--- config.mk ---
export PLATFORM = sky130hd
export DESIGN_NAME = seg7_scan_driver
export DESIGN_NICKNAME = d
export VERILOG_FILES = /design/src/rtl/seg7_pkg.sv /design/src/rtl/seg7_hex_decoder.sv /design/src/rtl/seg7_scan_driver.sv
export SDC_FILE = /design/constraint.sdc
export NUM_CORES = 1
export LEC_CHECK = 0
export BUFFER_PORTS_ARGS = -buffer_cell sky130_fd_sc_hd__buf_2
export CORE_UTILIZATION = 30
export CTS_CLUSTER_DIAMETER = 100
export DETAILED_ROUTE_END_ITERATION = 6
export PLACE_DENSITY = 0.46
export SLEW_MARGIN = 0
export SYNTH_ARGS = -nofsm -noshare
export SYNTH_HDL_FRONTEND = slang
export SYNTH_SLANG_ARGS = --single-unit
--- constraint.sdc ---
create_clock -name clk -period 5.7 [get_ports clk]
set_input_delay 0 -clock clk [delete_from_list [all_inputs] [get_ports clk]]
set_output_delay 0 -clock clk [all_outputs]
set_load 0.01 [all_outputs]
--- src/rtl/seg7_pkg.sv ---
// seg7_pkg: shared types, segment table and hex encode helper
// for the multiplexed seven-segment display stage.
package seg7_pkg;

  typedef enum logic [1:0] {
    IDLE,
    BLANK,
    SHOW
  } state_t;

  localparam logic [6:0] SEG_OFF = 7'h00;

  // Active-high gfedcba patterns, entry F first down to entry 0.
  localparam logic [15:0][6:0] SEG_TABLE = {
    7'h71, 7'h79, 7'h5E, 7'h39,
    7'h7C, 7'h77, 7'h6F, 7'h7F,
    7'h07, 7'h7D, 7'h6D, 7'h66,
    7'h4F, 7'h5B, 7'h06, 7'h3F
  };

  function automatic logic [6:0] hex_to_seg(
    input logic [3:0] v
  );
    return SEG_TABLE[v];
  endfunction

endpackage

--- src/rtl/seg7_hex_decoder.sv ---
// seg7_hex_decoder: 4-bit hex value to active-high segments.
// Ports: val_i hex digit, blank_i forces dark, seg_o bit0=a..bit6=g.
module seg7_hex_decoder
  import seg7_pkg::*;
(
  input  logic [3:0] val_i,
  input  logic       blank_i,
  output logic [6:0] seg_o
);

  assign seg_o = blank_i ? SEG_OFF : hex_to_seg(val_i);

endmodule

--- src/rtl/seg7_scan_driver.sv ---
// seg7_scan_driver: double-buffered multiplexed 7-seg scanner.
// Ports: clk, reset (async high), en, load, digits_in, dp_in in;
// seg_out, dp_out, an_out, digit_idx, frame_done out (registered).
module seg7_scan_driver
  import seg7_pkg::*;
#(
  parameter int NUM_DIGITS      = 4,
  parameter int SCAN_DIV        = 1000,
  parameter int BLANK_CYCLES    = 8,
  parameter int SEG_ACTIVE_LOW  = 0,
  parameter int LEAD_ZERO_BLANK = 1,
  localparam int IDX_W =
    (NUM_DIGITS > 1) ? $clog2(NUM_DIGITS) : 1
)(
  input  logic                    clk,
  input  logic                    reset,
  input  logic                    en,
  input  logic                    load,
  input  logic [4*NUM_DIGITS-1:0] digits_in,
  input  logic [NUM_DIGITS-1:0]   dp_in,
  output logic [6:0]              seg_out,
  output logic                    dp_out,
  output logic [NUM_DIGITS-1:0]   an_out,
  output logic [IDX_W-1:0]        digit_idx,
  output logic                    frame_done
);

  localparam int PRE_W =
    (SCAN_DIV > 1) ? $clog2(SCAN_DIV) : 1;
  localparam logic [PRE_W-1:0] PRE_LAST =
    PRE_W'(SCAN_DIV - 1);
  localparam logic [PRE_W-1:0] BLANK_LAST =
    PRE_W'(BLANK_CYCLES - 1);
  localparam logic [IDX_W-1:0] IDX_LAST =
    IDX_W'(NUM_DIGITS - 1);
  localparam state_t SLOT_START =
    (BLANK_CYCLES == 0) ? SHOW : BLANK;
  localparam logic INV = (SEG_ACTIVE_LOW != 0);
  localparam logic [6:0] SEG_DARK =
    INV ? ~SEG_OFF : SEG_OFF;

  state_t                       state_q;
  logic [PRE_W-1:0]             pre_q;
  logic [IDX_W-1:0]             idx_q;
  logic [NUM_DIGITS-1:0][3:0]   pend_dig_q;
  logic [NUM_DIGITS-1:0][3:0]   act_dig_q;
  logic [NUM_DIGITS-1:0]        pend_dp_q;
  logic [NUM_DIGITS-1:0]        act_dp_q;
  logic                         fd_q;
  logic [6:0]                   seg_q;
  logic                         dp_q;
  logic [NUM_DIGITS-1:0]        an_q;

  logic                         slot_end;
  logic                         wrap;
  logic                         copy_act;
  logic [NUM_DIGITS-1:0]        lz_blank;
  logic                         lz_run;
  logic [6:0]                   dec_seg;
  logic                         show;
  logic [NUM_DIGITS-1:0]        an_d;
  logic [6:0]                   seg_d;
  logic                         dp_d;

  assign slot_end = (pre_q == PRE_LAST);
  assign wrap     = (state_q != IDLE) && slot_end
                 && (idx_q == IDX_LAST);
  // Active buffer refreshes only at frame edges or on wake-up.
  assign copy_act = en && ((state_q == IDLE) || wrap);

  // Digit k blanks when it and every higher digit are zero.
  always_comb begin
    lz_blank = '0;
    lz_run   = 1'b1;
    for (int k = NUM_DIGITS - 1; k >= 1; k--) begin
      lz_run      = lz_run && (act_dig_q[k] == 4'h0);
      lz_blank[k] = (LEAD_ZERO_BLANK != 0) && lz_run;
    end
  end

  seg7_hex_decoder u_dec (
    .val_i   (act_dig_q[idx_q]),
    .blank_i (lz_blank[idx_q]),
    .seg_o   (dec_seg)
  );

  assign show  = (state_q == SHOW);
  assign an_d  = show ? (NUM_DIGITS'(1) << idx_q) : '0;
  assign seg_d = show ? dec_seg : SEG_OFF;
  assign dp_d  = show && act_dp_q[idx_q];

  always_ff @(posedge clk or posedge reset) begin
    if (reset) begin
      state_q    <= IDLE;
      pre_q      <= '0;
      idx_q      <= '0;
      pend_dig_q <= '0;
      act_dig_q  <= '0;
      pend_dp_q  <= '0;
      act_dp_q   <= '0;
      fd_q       <= 1'b0;
      seg_q      <= SEG_DARK;
      dp_q       <= INV;
      an_q       <= '0;
    end else begin
      fd_q  <= 1'b0;
      an_q  <= an_d;
      seg_q <= INV ? ~seg_d : seg_d;
      dp_q  <= INV ? ~dp_d : dp_d;
      if (load) begin
        pend_dig_q <= digits_in;
        pend_dp_q  <= dp_in;
      end
      if (copy_act) begin
        act_dig_q <= load ? digits_in : pend_dig_q;
        act_dp_q  <= load ? dp_in : pend_dp_q;
      end
      if (!en) begin
        state_q <= IDLE;
        pre_q   <= '0;
        idx_q   <= '0;
      end else begin
        unique case (state_q)
          IDLE: begin
            state_q <= SLOT_START;
            pre_q   <= '0;
            idx_q   <= '0;
          end
          BLANK, SHOW: begin
            if (slot_end) begin
              state_q <= SLOT_START;
              pre_q   <= '0;
              fd_q    <= (idx_q == IDX_LAST);
              idx_q   <= (idx_q == IDX_LAST) ?
                         '0 : idx_q + 1'b1;
            end else begin
              pre_q <= pre_q + 1'b1;
              if (state_q == BLANK
                  && pre_q == BLANK_LAST)
                state_q <= SHOW;
            end
          end
          default: state_q <= IDLE;
        endcase
      end
    end
  end

  assign seg_out    = seg_q;
  assign dp_out     = dp_q;
  assign an_out     = an_q;
  assign digit_idx  = idx_q;
  assign frame_done = fd_q;

endmodule

==> impl_metrics.tcl <==
set metrics [dict create \
    status "finished clean" \
    antenna_cells 0 \
    drcViolationCount 0 \
    p_leak_nw 1.76 \
    clockBufferDepth 2 \
    row_count 37 \
    die_h_um 105 \
    drt_pre_antenna_iters 4 \
    antenna_found_initial 0 \
    first_iter_violations 70 \
    die-area_um2 11000 \
    vias 2082 \
    gp_congestion 0.731 \
    ys_seq_elements 67 \
    synthArstFlopShare_pct 100 \
    totalWireLength_um 6420 \
    initial_core_util_pct 30.9 \
    worst-setup-path-type "flop to flop" \
    core_area_um2 10300 \
    clkTransAtPathRegs_ns 0.07 \
    syn_inst 245 \
    clock_latency_ns 0.33 \
    yosysWarningCount 0 \
    endpoint_kind "flop" \
    ios 39 \
    final-hold-violation-count 0 \
    io_buffers 38 \
    cap_viol_max_count 0 \
    grt_pass1_vias 2088 \
    ir_drop_v 0.000162 \
    arrival_ns 2.77 \
    clock.fmax_mhz 397 \
    power_mw 1.84 \
    synth_edf_count 0 \
    numCtsBuffers 9 \
    synthFlopType "dfrtp_1" \
    syn_area_um2 3190 \
    grt.total_usage_pct 12.8 \
    worst_pin_slew_ns 1.15 \
    fin_nets 348 \
    period_needed_ns 2.52 \
    grt_overflow_total 0 \
    clock-sinks 67 \
    p_per_area_nw_per_um2 470 \
    min_path_type "input port to flop" \
    htree_levels 3 \
    slew_violations 0 \
    cts_resized 0 \
    chipWidth_um 105 \
    synth_cell_types 44 \
    drive_above_1_share_pct 34.3 \
    fillers 1019 \
    path_max_fanout 12 \
    fin_cells 448 \
    syn2layout_area_growth_pct 23.0 \
    grt_max_degree 68 \
    dp_hpwl_um 4350 \
    syn-num-nets 284 \
    rsz0062_at_grt "false" \
    clock_skew_ns 0.00855 \
    drtAntennaViolNets 0 \
    cp.required_ns 5.95 \
    syn_area_per_cell_um2 13.0 \
    post-route-period-util_pct 44.2 \
    layout_commonest_cell "dfrtp_1" \
    cts_root_buffer "clkbuf_8" \
    final-setup-viol-count 0 \
    layout_common_cells "67 x dfrtp_1, 45 x mux2_2, 38 x buf_2" \
    yosysSeqAreaShare_pct 52.6 \
    viasPerCell 4.65 \
    dp.cells 412 \
    setup-tns-final_ns 0 \
    cts_tree "built" \
    crit_path_start_kind "flop" \
    grt_pass1_wl_um 10900 \
    relSlewSlack_pct 23.5 \
    wl_per_cell_um 14.3 \
]
-- cells in the mapped netlist, drive strengths merged (3+ instances only) --
cell   instances  share of area [%]
dfrtp         67                 53
mux2          46                 16
ha            15                5.9
nor2          13                1.5
inv           10                1.2
nand2         10                1.2
xor2           7                1.9
buf            6                1.5
mux2i          6                2.5
nand4          6                1.2
nor3           6               0.94
o21ai          6               0.94
a21oi          5                1.0
and2           5               0.98
mux4           3                2.5
nor4           3               0.59
-- cells by family after synthesis --
group	count (synthesis)	synth area share, %
and+or+nand+nor	54	9.06
DFF	67	52.6
muxes	55	21.2
AOI/OAI and AO/OA	27	5.88
adders and majority gates	15	5.88
xor gates and xnor gates	9	2.47
buffers and inverters	18	2.90
-- sequential cells by signal, indices dropped and copies added, names as in the netlist, 2 cells and up --
name        cells
pre_q          10
act_dp_q        4
pend_dig_q     16
pend_dp_q       4
digit_idx       2
an_out          4
seg_out         7
act_dig_q      16
state_q         2
-- per-stage QoR --
step           cell area, um2  setup WS [ns]  hold WS (ns)  utilization [%]
5_1_grt                  3920           2.99         0.273             38.0
3_3_place_gp             3500           3.16         0.259             33.9
6_report                 3920           3.18         0.257             38.0
3_5_place_dp             3500           3.16         0.259             33.9
4_1_cts                  3920           3.15         0.246             38.0
2_1_floorplan            3190           3.51         0.159                -
-- where the power goes --
part	internal [mW]	total, mW	leakage [nW]	switching, mW
Combinational	0.345	0.737	0.815	0.392
Clock	0.233	0.404	0.104	0.171
Sequential	0.603	0.702	0.839	0.0993
-- final cells by class --
cell class	instances	area, um2	area share [%]
clock inverter	2	35.0	0.893
timing repair buffer	61	418	10.7
clock buffer	12	165	4.21
tap	136	170	4.34
multi-input combinational	160	1420	36.2
sequential	67	1680	42.7
inverter	10	37.5	0.957
-- what timing repair did --
item | 4_1_cts | 5_1_grt
setup buffers | 0 | 0
hold endpoints to repair | 89 | 0
hold buffers | 22 | 0
-- critical path: stages, from the launching register on --
cell	delay, ns
dfrtp_1	0.64
mux4_1	0.75
ha_1	0.30
or3_1	0.38
o21ai_0	0.07
o21ai_0	0.09
a21oi_1	0.19
-- routing by layer --
layer	global-route usage, %	vias up	share of wire [%]
li1	-	1014	-
met1	17.2	1026	49
met2	19.6	34	46
met3	3.87	8	2.9
met4	4.33	0	1.7
met5	0	-	0
-- path summary, 6_finish.rpt --
check / start / to / slack [ns] / depth (start not counted)
worst max-delay path: digit_idx[1] / seg_out[0] / 3.18 / 6
worst min-delay path: load / pend_dig_q[0] / 0.26 / 2
worst max register to register: digit_idx[1] / seg_out[0] / 3.18 / 6
worst min register to register: pend_dig_q[11] / pend_dig_q[11] / 0.50 / 1
max in group asynchronous: reset / dp_out / 4.68 / 4
min in group asynchronous: reset / pre_q[5] / 0.45 / 4
Note: power is estimated with default switching activity, not from simulation.
